### src/rtl/wb_control_unit_pkg.sv
// Shared encodings for the writeback stage: WB control field layout,
// writeback source selects and load size codes.
package wb_control_unit_pkg;

    localparam int WB_W         = 3;
    localparam int WB_REGWRITE  = 0;
    localparam int WB_SEL_LSB   = 1;

    localparam logic [1:0] WBSEL_ALU = 2'b00;
    localparam logic [1:0] WBSEL_MEM = 2'b01;
    localparam logic [1:0] WBSEL_PC4 = 2'b10;
    localparam logic [1:0] WBSEL_IMM = 2'b11;

    localparam logic [1:0] MEMSIZE_WORD = 2'b00;
    localparam logic [1:0] MEMSIZE_HALF = 2'b01;
    localparam logic [1:0] MEMSIZE_BYTE = 2'b10;

endpackage

### src/rtl/wb_control_unit_load_align.sv
// Sub-word load extraction: picks the half/byte addressed by the low
// address bits and sign- or zero-extends it to the datapath width.
module wb_control_unit_load_align
    import wb_control_unit_pkg::*;
#(
    parameter int DATA_W = 32
) (
    input  logic [1:0]        size,
    input  logic              sgn,
    input  logic [1:0]        off,
    input  logic [DATA_W-1:0] mem,
    output logic [DATA_W-1:0] data
);

    logic [15:0] half_v;
    logic [7:0]  byte_v;

    always_comb begin
        half_v = mem[{off[1], 4'b0000} +: 16];
        byte_v = mem[{off, 3'b000} +: 8];
        case (size)
            MEMSIZE_HALF: data = {{(DATA_W-16){sgn & half_v[15]}}, half_v};
            MEMSIZE_BYTE: data = {{(DATA_W-8){sgn & byte_v[7]}}, byte_v};
            default:      data = mem;
        endcase
    end

endmodule

### src/rtl/wb_control_unit_pipereg.sv
// Generic pipeline register: reset and flush clear to a bubble, stall holds.
module wb_control_unit_pipereg #(
    parameter int WIDTH = 8
) (
    input  logic             clk,
    input  logic             srst,
    input  logic             flush,
    input  logic             stall,
    input  logic [WIDTH-1:0] d,
    output logic [WIDTH-1:0] q
);

    logic [WIDTH-1:0] data_q;
    logic [WIDTH-1:0] data_d;

    always_comb begin
        data_d = data_q;
        if (flush) begin
            data_d = '0;
        end else if (!stall) begin
            data_d = d;
        end
    end

    always_ff @(posedge clk) begin
        if (srst) begin
            data_q <= '0;
        end else begin
            data_q <= data_d;
        end
    end

    assign q = data_q;

endmodule

### src/rtl/wb_control_unit.sv
// Writeback stage: MA/WB register, source select, one-shot register-file
// write per instruction and a retired-instruction counter.
module wb_control_unit
    import wb_control_unit_pkg::*;
#(
    parameter int DATA_W  = 32,
    parameter int RADDR_W = 5,
    parameter int CNT_W   = 32
) (
    input  logic               Clk,
    input  logic               reset,
    input  logic [WB_W-1:0]    iWB,
    input  logic [1:0]         iMemSize,
    input  logic               iMemSigned,
    input  logic [RADDR_W-1:0] iRDS,
    input  logic [DATA_W-1:0]  iALU,
    input  logic [DATA_W-1:0]  iMEM,
    input  logic [DATA_W-1:0]  iPC,
    input  logic [DATA_W-1:0]  iIM,
    input  logic               iValid,
    input  logic               i_NOT_FLUSH,
    input  logic               stall,
    input  logic               flush,
    output logic               rf_we,
    output logic [RADDR_W-1:0] WAddr,
    output logic [DATA_W-1:0]  WData,
    output logic               WBfwd_We,
    output logic [RADDR_W-1:0] WBfwd_Rd,
    output logic [DATA_W-1:0]  WBfwd_Data,
    output logic [CNT_W-1:0]   oRetired,
    output logic               oValid
);

    // MA/WB bus layout, LSB first, same packing style as the ID/EX bus.
    localparam int MAWB_NF     = 0;
    localparam int MAWB_VALID  = 1;
    localparam int MAWB_IM     = 2;
    localparam int MAWB_PC     = MAWB_IM + DATA_W;
    localparam int MAWB_MEM    = MAWB_PC + DATA_W;
    localparam int MAWB_ALU    = MAWB_MEM + DATA_W;
    localparam int MAWB_RDS    = MAWB_ALU + DATA_W;
    localparam int MAWB_SIGNED = MAWB_RDS + RADDR_W;
    localparam int MAWB_SIZE   = MAWB_SIGNED + 1;
    localparam int MAWB_WB     = MAWB_SIZE + 2;
    localparam int MAWB_WIDTH  = MAWB_WB + WB_W;

    logic [MAWB_WIDTH-1:0] mawb_d;
    logic [MAWB_WIDTH-1:0] mawb_q;

    assign mawb_d = {iWB, iMemSize, iMemSigned, iRDS, iALU, iMEM, iPC, iIM,
                     iValid, i_NOT_FLUSH};

    wb_control_unit_pipereg #(
        .WIDTH (MAWB_WIDTH)
    ) u_mawb (
        .clk   (Clk),
        .srst  (reset),
        .flush (flush),
        .stall (stall),
        .d     (mawb_d),
        .q     (mawb_q)
    );

    logic [WB_W-1:0]    r_wb;
    logic [1:0]         r_size;
    logic               r_signed;
    logic [RADDR_W-1:0] r_rds;
    logic [DATA_W-1:0]  r_alu;
    logic [DATA_W-1:0]  r_mem;
    logic [DATA_W-1:0]  r_pc;
    logic [DATA_W-1:0]  r_im;
    logic               r_valid;
    logic               r_nf;

    assign r_wb     = mawb_q[MAWB_WB +: WB_W];
    assign r_size   = mawb_q[MAWB_SIZE +: 2];
    assign r_signed = mawb_q[MAWB_SIGNED];
    assign r_rds    = mawb_q[MAWB_RDS +: RADDR_W];
    assign r_alu    = mawb_q[MAWB_ALU +: DATA_W];
    assign r_mem    = mawb_q[MAWB_MEM +: DATA_W];
    assign r_pc     = mawb_q[MAWB_PC +: DATA_W];
    assign r_im     = mawb_q[MAWB_IM +: DATA_W];
    assign r_valid  = mawb_q[MAWB_VALID];
    assign r_nf     = mawb_q[MAWB_NF];

    logic [DATA_W-1:0] load_data;

    wb_control_unit_load_align #(
        .DATA_W (DATA_W)
    ) u_align (
        .size (r_size),
        .sgn  (r_signed),
        .off  (r_alu[1:0]),
        .mem  (r_mem),
        .data (load_data)
    );

    logic             wrote_q, wrote_d;
    logic             retired_once_q, retired_once_d;
    logic [CNT_W-1:0] cnt_q, cnt_d;
    logic             commit;
    logic             retire;
    logic [DATA_W-1:0] wdata;

    assign commit = r_valid & r_nf & r_wb[WB_REGWRITE] & (r_rds != '0) & ~wrote_q;
    assign retire = r_valid & r_nf & ~retired_once_q;

    always_comb begin
        case (r_wb[WB_SEL_LSB +: 2])
            WBSEL_MEM: wdata = load_data;
            WBSEL_PC4: wdata = r_pc + DATA_W'(4);
            WBSEL_IMM: wdata = r_im;
            default:   wdata = r_alu;
        endcase
    end

    // The one-shot flags only latch while the instruction is held by stall;
    // any new load or flush brings a fresh instruction and clears them.
    always_comb begin
        wrote_d        = 1'b0;
        retired_once_d = 1'b0;
        if (!flush && stall) begin
            wrote_d        = wrote_q | commit;
            retired_once_d = retired_once_q | retire;
        end
        cnt_d = cnt_q + CNT_W'(retire);
    end

    always_ff @(posedge Clk) begin
        if (reset) begin
            wrote_q        <= 1'b0;
            retired_once_q <= 1'b0;
            cnt_q          <= '0;
        end else begin
            wrote_q        <= wrote_d;
            retired_once_q <= retired_once_d;
            cnt_q          <= cnt_d;
        end
    end

    assign rf_we      = commit;
    assign WAddr      = r_rds;
    assign WData      = wdata;
    assign WBfwd_We   = commit;
    assign WBfwd_Rd   = r_rds;
    assign WBfwd_Data = wdata;
    assign oRetired   = cnt_q;
    assign oValid     = r_valid;

endmodule

### config.mk
export PLATFORM = sky130hd
export DESIGN_NAME = wb_control_unit
export DESIGN_NICKNAME = d
export VERILOG_FILES = /design/src/rtl/wb_control_unit_pkg.sv /design/src/rtl/wb_control_unit_load_align.sv /design/src/rtl/wb_control_unit_pipereg.sv /design/src/rtl/wb_control_unit.sv
export SDC_FILE = /design/constraint.sdc
export NUM_CORES = 1
export LEC_CHECK = 0
export CORE_MARGIN = 8
export CORE_UTILIZATION = 35
export CTS_BUF_LIST = sky130_fd_sc_hd__clkbuf_16
export DETAILED_ROUTE_END_ITERATION = 6
export GPL_TIMING_DRIVEN = 1
export PLACE_DENSITY = 0.63
export SLEW_MARGIN = 40
export SYNTH_ARGS = -nofsm -noshare
export SYNTH_HDL_FRONTEND = slang
export SYNTH_SLANG_ARGS = --single-unit
### constraint.sdc
create_clock -name Clk -period 6.55 [get_ports Clk]
set_input_delay 0.655 -clock Clk [delete_from_list [all_inputs] [get_ports Clk]]
set_output_delay 0.655 -clock Clk [all_outputs]
set_load 0.005 [all_outputs]
==> flow_summary.json, run 1 <==
{
  "synth_cell_types": 57,
  "gp_congestion": 0.849,
  "r2r_end": "oRetired[10]$_SDFF_PP0_",
  "final_common_cell": "clkdlybuf4s50_1",
  "maxSlewHeadroom_pct": 49.1,
  "startpoint_type": "flop",
  "final_cell_mix": "clkdlybuf4s50_1, nor2_1, dfxtp_1",
  "ant_nets": 0,
  "ios": 254,
  "cts_tree": "yes",
  "grt_pass1_wl_um": 43700,
  "worstSetupStartpoint": "u_mawb.q[136]$_SDFFE_PP0N_",
  "cts_hold_buf": 0,
  "grt_pass1_vias": 7630,
  "cts_buffers": 17,
  "period_needed_ns": 4.57,
  "initial_core_util_pct": 35.7,
  "async_flop_share_pct": 0,
  "wirelength_um": 28400,
  "dieArea_sq_um": 30100,
  "avgSynthCellArea_sq_um": 8.73,
  "worstHoldPathType": "flop to flop",
  "synth_edf_count": 0,
  "ys_ff_latch": 175,
  "clock_skew_ns": 0.0145,
  "port-buffer-count": 253,
  "fp.dieW_um": 174,
  "postCtsSetupBuffers": 0,
  "dr.pass1.iters": 5,
  "fin_hold_ws_ns": 0.448,
  "die_h_um": 174,
  "cts-htree-levels": 4,
  "leakagePower_nw": 4.43,
  "cts_resized": 0,
  "drv_cap": 0,
  "vdd_drop_max_mv": 0.125,
  "path_clk_slew_ns": 0.07,
  "wl_per_cell_um": 18.8,
  "r2r_cells": 9,
  "cts_num_sinks": 175,
  "max_clock_freq_ghz": 0.219,
  "clock_path_buffers": 2,
  "netlist_instances": 995,
  "final.setup.tns_ns": 0,
  "crit_path_max_fanout": 24,
  "fin_nets": 1318,
  "endpoint_kind": "primary output",
  "crit_type": "flop to primary output",
  "syn2layout_area_growth_pct": 34.9,
  "power_density_nw_per_um2": 208,
  "max_slew.worst_pin.slew_ns": 0.763,
  "fp.coreArea_sq_um": 24300,
  "drive_above_1_share_pct": 5.42,
  "status": "finished, final reports clean",
  "finalCritPeriodShare_pct": 69.7,
  "clk_latency_ns": 0.43,
  "cts_root_buf": "clkbuf_16",
  "antenna_found_initial": 4,
  "grt_usage_pct": 18.4,
  "hold_violations": 0,
  "r2r_start": "u_mawb.q[1]$_SDFFE_PP0N_",
  "viasPerCell": 5.06,
  "drt-initial-drc-count": 456,
  "crit_arrival_ns": 3.91,
  "total_power_mw": 2.44,
  "endpoint": "WData[16]",
  "std_cell_rows": 57,
  "synthFlopType": "dfxtp_1",
  "dp_hpwl_um": 21500,
  "setup_viol": 0,
  "num_vias": 7641,
  "grt_max_degree": 90,
  "overflow": 0,
  "rrSetupSlack_ns": 4.33,
  "drcViolationCount": 0,
  "syn-num-nets": 1145,
  "rsz0062_at_grt": "false",
  "synth_warnings": 0,
  "drv_slew": 0,
  "syn_area_sq_um": 8680,
  "crit_required_ns": 5.89,
  "ys_seq_area_share_pct": 40.3
}
-- worst min path at each step --
stage                  startpoint            endpoint  depth (start not counted)
6_report       wrote_q$_SDFF_PP0_  wrote_q$_SDFF_PP0_                          2
5_1_grt        wrote_q$_SDFF_PP0_  wrote_q$_SDFF_PP0_                          2
4_1_cts        wrote_q$_SDFF_PP0_  wrote_q$_SDFF_PP0_                          2
3_5_place_dp   wrote_q$_SDFF_PP0_  wrote_q$_SDFF_PP0_                          2
2_1_floorplan  wrote_q$_SDFF_PP0_  wrote_q$_SDFF_PP0_                          2
3_3_place_gp   wrote_q$_SDFF_PP0_  wrote_q$_SDFF_PP0_                          2
-- cell type report --
class | instances | area [sq um]
diodes | 4 | 10.0
flip-flops and latches | 175 | 3500
clock buffers | 17 | 425
clock inverters | 15 | 148
repair buffers | 261 | 2610
well taps | 324 | 405
multi-input cells | 693 | 4540
fillers | 2318 | 12600
inverters | 20 | 75.1
-- logic make-up after synthesis --
logic type               count (synthesis)  share of synthesized area [%]
flip-flops                             175                           40.3
buffers and inverters                  127                           7.58
multiplexers                           150                           17.6
AO/OA/AOI/OAI                          159                           11.8
AND/OR/NAND/NOR                        339                           17.9
XOR/XNOR                                40                           4.03
adder cells (fa/ha/maj)                  5                          0.720
-- Yosys cell counts (5+ instances only) --
cell type  instances  area (sq um)
a221oi_1          10          87.6
nor4_1             9          56.3
o22ai_1           10          62.6
nor3_1             7          35.0
a22o_1             6          52.6
o21ai_0           39           195
or3_1              9          56.3
ha_1               5          62.6
nor2_1           193           724
xnor2_1           19           166
nand2_1           46           173
a221o_1            5          50.1
a22oi_1            6          45.0
nand3_1           25           125
nand4_1           14          87.6
dfxtp_1          175          3500
inv_1             20          75.1
o31a_1             7          61.3
a31oi_1           14          87.6
o21ai_1            6          30.0
xor2_1            21           184
buf_4             43           323
and3_1             9          56.3
clkbuf_1          51           191
buf_1              7          26.3
a21oi_1           34           170
mux2i_1          144          1440
-- flip-flops by register name (all words and copies together), names as in the netlist --
signal          cells
u_mawb.q          141
oRetired           32
retired_once_q      1
wrote_q             1
-- where the power goes --
group          total, mW  switching, mW  leakage (nW)  internal (mW)
Combinational      0.318          0.132          2.73          0.186
Clock              0.998          0.491         0.281          0.507
Sequential          1.12         0.0286          1.42           1.09
Total               2.44          0.651          4.43           1.78
-- critical path, stage by stage (launching register included) --
cell	delay, ns
dfxtp_1	0.35
inv_1	0.05
ha_1	0.62
inv_1	0.51
a21o_1	0.32
a21oi_2	0.50
o21ai_0	0.18
a31oi_1	0.36
clkdlybuf4s50_1	0.58
-- metal layers --
metal  part of all wire [%]  track usage (%)
met1                     45             23.1
met2                     47             29.9
met3                    5.8             4.88
met4                    1.8             6.29
met5                      0                0
-- stage by stage --
step	utilization [%]	area (sq um)	setup slack [ns]	instances
3_3_place_gp	45.7	11100	2.01	1473
4_1_cts	48.1	11700	1.95	1505
5_1_grt	48.2	11700	1.71	1509
3_5_place_dp	45.7	11100	2.44	1473
6_report	48.2	11700	1.98	1509
2_1_floorplan	-	8680	3.85	995
Note: power is estimated with default switching activity, not from simulation.
==> run 2, diff against run 1 <==
clock period = 4.25 ns   (was 6.55 ns; I/O delays follow)
==> flow_summary.json, run 2 (synthesis results as in run 1) <==
{
  "crit_type": "flop to primary output",
  "place_area_sq_um": 11200,
  "vdd_drop_max_mv": 0.203,
  "hp-start": "wrote_q$_SDFF_PP0_",
  "postCtsSetupBuffers": 0,
  "cts-htree-levels": 4,
  "drive_above_1_share_pct": 5.56,
  "fin_nets": 1323,
  "largest_register_ffs": 141,
  "finalCritPeriodShare_pct": 88.6,
  "dp_hpwl_um": 21600,
  "drv_cap": 0,
  "combinationalPowerShare_pct": 13.2,
  "drv_slew": 0,
  "drt-initial-drc-count": 564,
  "ant_nets": 0,
  "fin_cells": 1514,
  "crit_cells": 8,
  "ios": 254,
  "port-buffer-count": 253,
  "grt_pass1_wl_um": 43200,
  "grt_usage_pct": 18.2,
  "path_clk_slew_ns": 0.07,
  "min_path_cells": 2,
  "power_density_nw_per_um2": 318,
  "clock_skew_ns": 0.00836,
  "status": "finished, final reports clean",
  "switchingPower_mw": 0.985,
  "p_int_mw": 2.75,
  "leakagePower_nw": 4.45,
  "final_core_util_pct": 48.3,
  "dr.pass1.iters": 6,
  "pwr-share-clk_pct": 40.6,
  "antenna_found_initial": 4,
  "cpLargestDelayFamily": "compound AO/OA/AOI/OAI gates",
  "r2r_cells": 9,
  "num_vias": 7710,
  "final.setup.tns_ns": 0,
  "rsz0062_at_grt": "false",
  "max_stage_delay_ns": 0.61,
  "period_needed_ns": 3.77,
  "die_h_um": 174,
  "max_slew.worst_pin.slew_ns": 0.751,
  "final_cell_mix": "clkdlybuf4s50_1, nor2_1, dfxtp_1",
  "wirelength_um": 28300,
  "fp.dieW_um": 174,
  "cts_root_buf": "clkbuf_16",
  "rrSetupSlack_ns": 1.97,
  "gp_congestion": 0.859,
  "crit_required_ns": 3.83,
  "fp.coreArea_sq_um": 24300,
  "r2r_end": "oRetired[10]$_SDFF_PP0_",
  "cts_buffers": 17,
  "fin_hold_ws_ns": 0.451,
  "initial_core_util_pct": 35.7,
  "hold_path_end": "wrote_q$_SDFF_PP0_",
  "final_cell_area_sq_um": 11800,
  "startpoint_type": "flop",
  "max_clock_freq_ghz": 0.266,
  "setup_viol": 0,
  "crit_slowest_cell": "ha_1",
  "crit_arrival_ns": 3.34,
  "endpoint_kind": "primary output",
  "p_sw_share_pct": 26.4,
  "critical_path_buf_inv_count": 3,
  "overflow": 0,
  "cts_resized": 0,
  "path_common_cell": "inv_1",
  "crit_path_cell_trace": "inv_1 -> ha_1 -> inv_1 -> a21o_1 -> a21oi_2 -> o21ai_0 -> a31oi_1 -> clkdlybuf4s50_1",
  "cts_tree": "yes",
  "grt_max_degree": 72,
  "dieArea_sq_um": 30100,
  "viasPerCell": 5.09,
  "worstHoldPathType": "flop to flop",
  "wl_per_cell_um": 18.7,
  "seqPwrFrac_pct": 46.1,
  "maxSlewHeadroom_pct": 49.8,
  "clk_latency_ns": 0.44,
  "final_common_cell": "clkdlybuf4s50_1",
  "syn2layout_area_growth_pct": 35.4,
  "r2r_start": "u_mawb.q[1]$_SDFFE_PP0N_",
  "hold_violations": 0,
  "clock_path_buffers": 2,
  "std_cell_rows": 57,
  "cts_hold_buf": 0,
  "drcViolationCount": 0,
  "cts_num_sinks": 175,
  "crit_path_max_fanout": 17,
  "grt_pass1_vias": 7444,
  "place_inst": 1478
}
-- run 2: final cells by class --
| cell class | count | area (sq um) |
|---|---|---|
| flip-flops and latches | 175 | 3500 |
| repair buffers | 266 | 2660 |
| inverters | 20 | 75.1 |
| clock inverters | 15 | 145 |
| clock buffers | 17 | 425 |
| multi-input cells | 693 | 4540 |
| well taps | 324 | 405 |
| fillers | 2371 | 12600 |
| diodes | 4 | 10.0 |
-- run 2: routing by layer --
layer | GRT usage (%) | routed length, um | part of all wire [%]
met1 | 22.5 | 12600 | 44
met2 | 29.5 | 13300 | 47
met3 | 5.05 | 1720 | 6.1
met4 | 6.76 | 648 | 2.3
met5 | 0 | 0 | 0
-- run 2: through the flow --
step / power [mW] / setup WS, ns
finish: 3.74 / 0.484
global route: 3.90 / 0.144
CTS: 3.79 / 0.440
detailed placement: 2.26 / 0.922
global placement: 2.26 / 0.564
floorplan: 2.00 / 1.78
-- run 2: power by group through the flow --
stage / combinational, mW / clock [mW] / sequential, mW
after floorplan: 0.255 / 0 / 1.74
after global placement: 0.494 / 0 / 1.76
after detailed placement: 0.496 / 0 / 1.76
after CTS: 0.500 / 1.57 / 1.72
after global routing: 0.534 / 1.63 / 1.73
final: 0.495 / 1.52 / 1.72
-- run 2: how the worst max path moves through the flow --
stage	startpoint	endpoint
2_1_floorplan	u_mawb.q[136]$_SDFFE_PP0N_	WData[16]
3_3_place_gp	u_mawb.q[136]$_SDFFE_PP0N_	WBfwd_Data[16]
3_5_place_dp	u_mawb.q[136]$_SDFFE_PP0N_	WBfwd_Data[18]
4_1_cts	u_mawb.q[136]$_SDFFE_PP0N_	WBfwd_Data[18]
5_1_grt	u_mawb.q[136]$_SDFFE_PP0N_	WBfwd_Data[18]
6_report	u_mawb.q[136]$_SDFFE_PP0N_	WBfwd_Data[30]
-- run 2: tightest hold or removal path, stage by stage (launching register included) --
cell,delay (ns)
dfxtp_1,0.31
inv_1,0.05
a21oi_1,0.05
==> run 3, diff against run 2 <==
GPL_ROUTABILITY_DRIVEN = 0   (was unset)
SLEW_MARGIN = unset   (was 40)
==> flow_summary.json, run 3 (synthesis results as in run 1) <==
{
  "status": "finished, final reports clean",
  "ant_nets": 0,
  "drv_slew": 0,
  "fp.dieW_um": 174,
  "cts_num_sinks": 175,
  "combinationalPowerShare_pct": 12.8,
  "fin_hold_ws_ns": 0.454,
  "startpoint_type": "flop",
  "final_cell_mix": "clkdlybuf4s50_1, nor2_1, dfxtp_1",
  "p_int_mw": 2.87,
  "setup_viol": 0,
  "maxSlewHeadroom_pct": 41.7,
  "drt-initial-drc-count": 452,
  "seqPwrFrac_pct": 44.5,
  "cts-htree-levels": 4,
  "place_area_sq_um": 11200,
  "crit_arrival_ns": 3.42,
  "grt_max_degree": 142,
  "switchingPower_mw": 1.00,
  "place_inst": 1477,
  "std_cell_rows": 57,
  "final_cell_area_sq_um": 11800,
  "num_vias": 7763,
  "wl_per_cell_um": 18.9,
  "dieArea_sq_um": 30100,
  "postCtsSetupBuffers": 0,
  "final.setup.tns_ns": 0,
  "initial_core_util_pct": 35.7,
  "dp_hpwl_um": 21500,
  "final_core_util_pct": 48.5,
  "power_density_nw_per_um2": 329,
  "port-buffer-count": 253,
  "crit_type": "flop to primary output",
  "ios": 254,
  "viasPerCell": 5.13,
  "drcViolationCount": 0,
  "crit_required_ns": 3.83,
  "pwr-share-clk_pct": 42.8,
  "vdd_drop_max_mv": 0.201,
  "clock_skew_ns": 0.0147,
  "drv_cap": 0,
  "largest_register_ffs": 141,
  "fin_ws_ns": 0.408,
  "cts_resized": 1,
  "grt_pass1_vias": 7554,
  "max_clock_freq_ghz": 0.260,
  "worstHoldPathType": "flop to flop",
  "antenna_found_initial": 5,
  "total_power_mw": 3.88,
  "grt_usage_pct": 18.3,
  "finalCritPeriodShare_pct": 90.4,
  "syn2layout_area_growth_pct": 35.8,
  "fp.coreArea_sq_um": 24300,
  "clk_latency_ns": 0.44,
  "grt_pass1_wl_um": 43500,
  "place_ws_ns": 0.486,
  "p_sw_share_pct": 25.9,
  "max_slew.worst_pin.slew_ns": 0.875,
  "final_common_cell": "clkdlybuf4s50_1",
  "wirelength_um": 28600,
  "cts_hold_buf": 0,
  "fin_cells": 1514,
  "path_clk_slew_ns": 0.07,
  "endpoint_kind": "primary output",
  "cts_buffers": 17,
  "cts_tree": "yes",
  "overflow": 0,
  "hold_violations": 0,
  "cts_root_buf": "clkbuf_16",
  "die_h_um": 174,
  "clock_path_buffers": 2,
  "fin_nets": 1322,
  "dr.pass1.iters": 5,
  "crit_path_max_fanout": 17,
  "period_needed_ns": 3.84,
  "rsz0062_at_grt": "false",
  "leakagePower_nw": 4.47,
  "drive_above_1_share_pct": 5.32
}
[run 3: area by class of cell]
cell class	count	area, sq um
Timing Repair Buffer	265	2650
Antenna cell	5	12.5
Clock buffer	17	425
Tap cell	324	405
Multi-Input combinational cell	693	4530
Sequential cell	175	3500
Inverter	20	75.1
Clock inverter	15	194
Fill cell	2332	12500
[run 3: final timing paths]
kind	start	endpoint	slack [ns]	cells past startpoint
setup / recovery	u_mawb.q[136]$_SDFFE_PP0N_	WBfwd_Data[25]	0.41	8
hold reg to reg	wrote_q$_SDFF_PP0_	wrote_q$_SDFF_PP0_	0.45	2
setup reg to reg	u_mawb.q[1]$_SDFFE_PP0N_	oRetired[10]$_SDFF_PP0_	2.02	9
hold / removal	wrote_q$_SDFF_PP0_	wrote_q$_SDFF_PP0_	0.45	2
[run 3: worst max-delay path: stages, from the launching register on]
cell	delay, ns
dfxtp_1	0.36
inv_1	0.07
ha_1	0.61
inv_1	0.11
a21o_1	0.22
a21oi_2	0.51
o21ai_0	0.22
a31oi_1	0.31
clkdlybuf4s50_1	0.57
[run 3: power groups by stage]
stage	registers [mW]	clock network, mW	logic [mW]
after global placement	1.76	0	0.494
after CTS	1.72	1.70	0.499
after detailed placement	1.76	0	0.496
after floorplan	1.74	0	0.255
final	1.72	1.66	0.495
after global routing	1.73	1.76	0.533
[run 3: layer usage]
metal	vias to the layer above	share of wire, %	global-route usage [%]
li1	3794	-	-
met1	3649	44	22.3
met2	286	47	30.3
met3	34	6.9	5.05
met4	0	1.8	6.79
met5	-	0	0
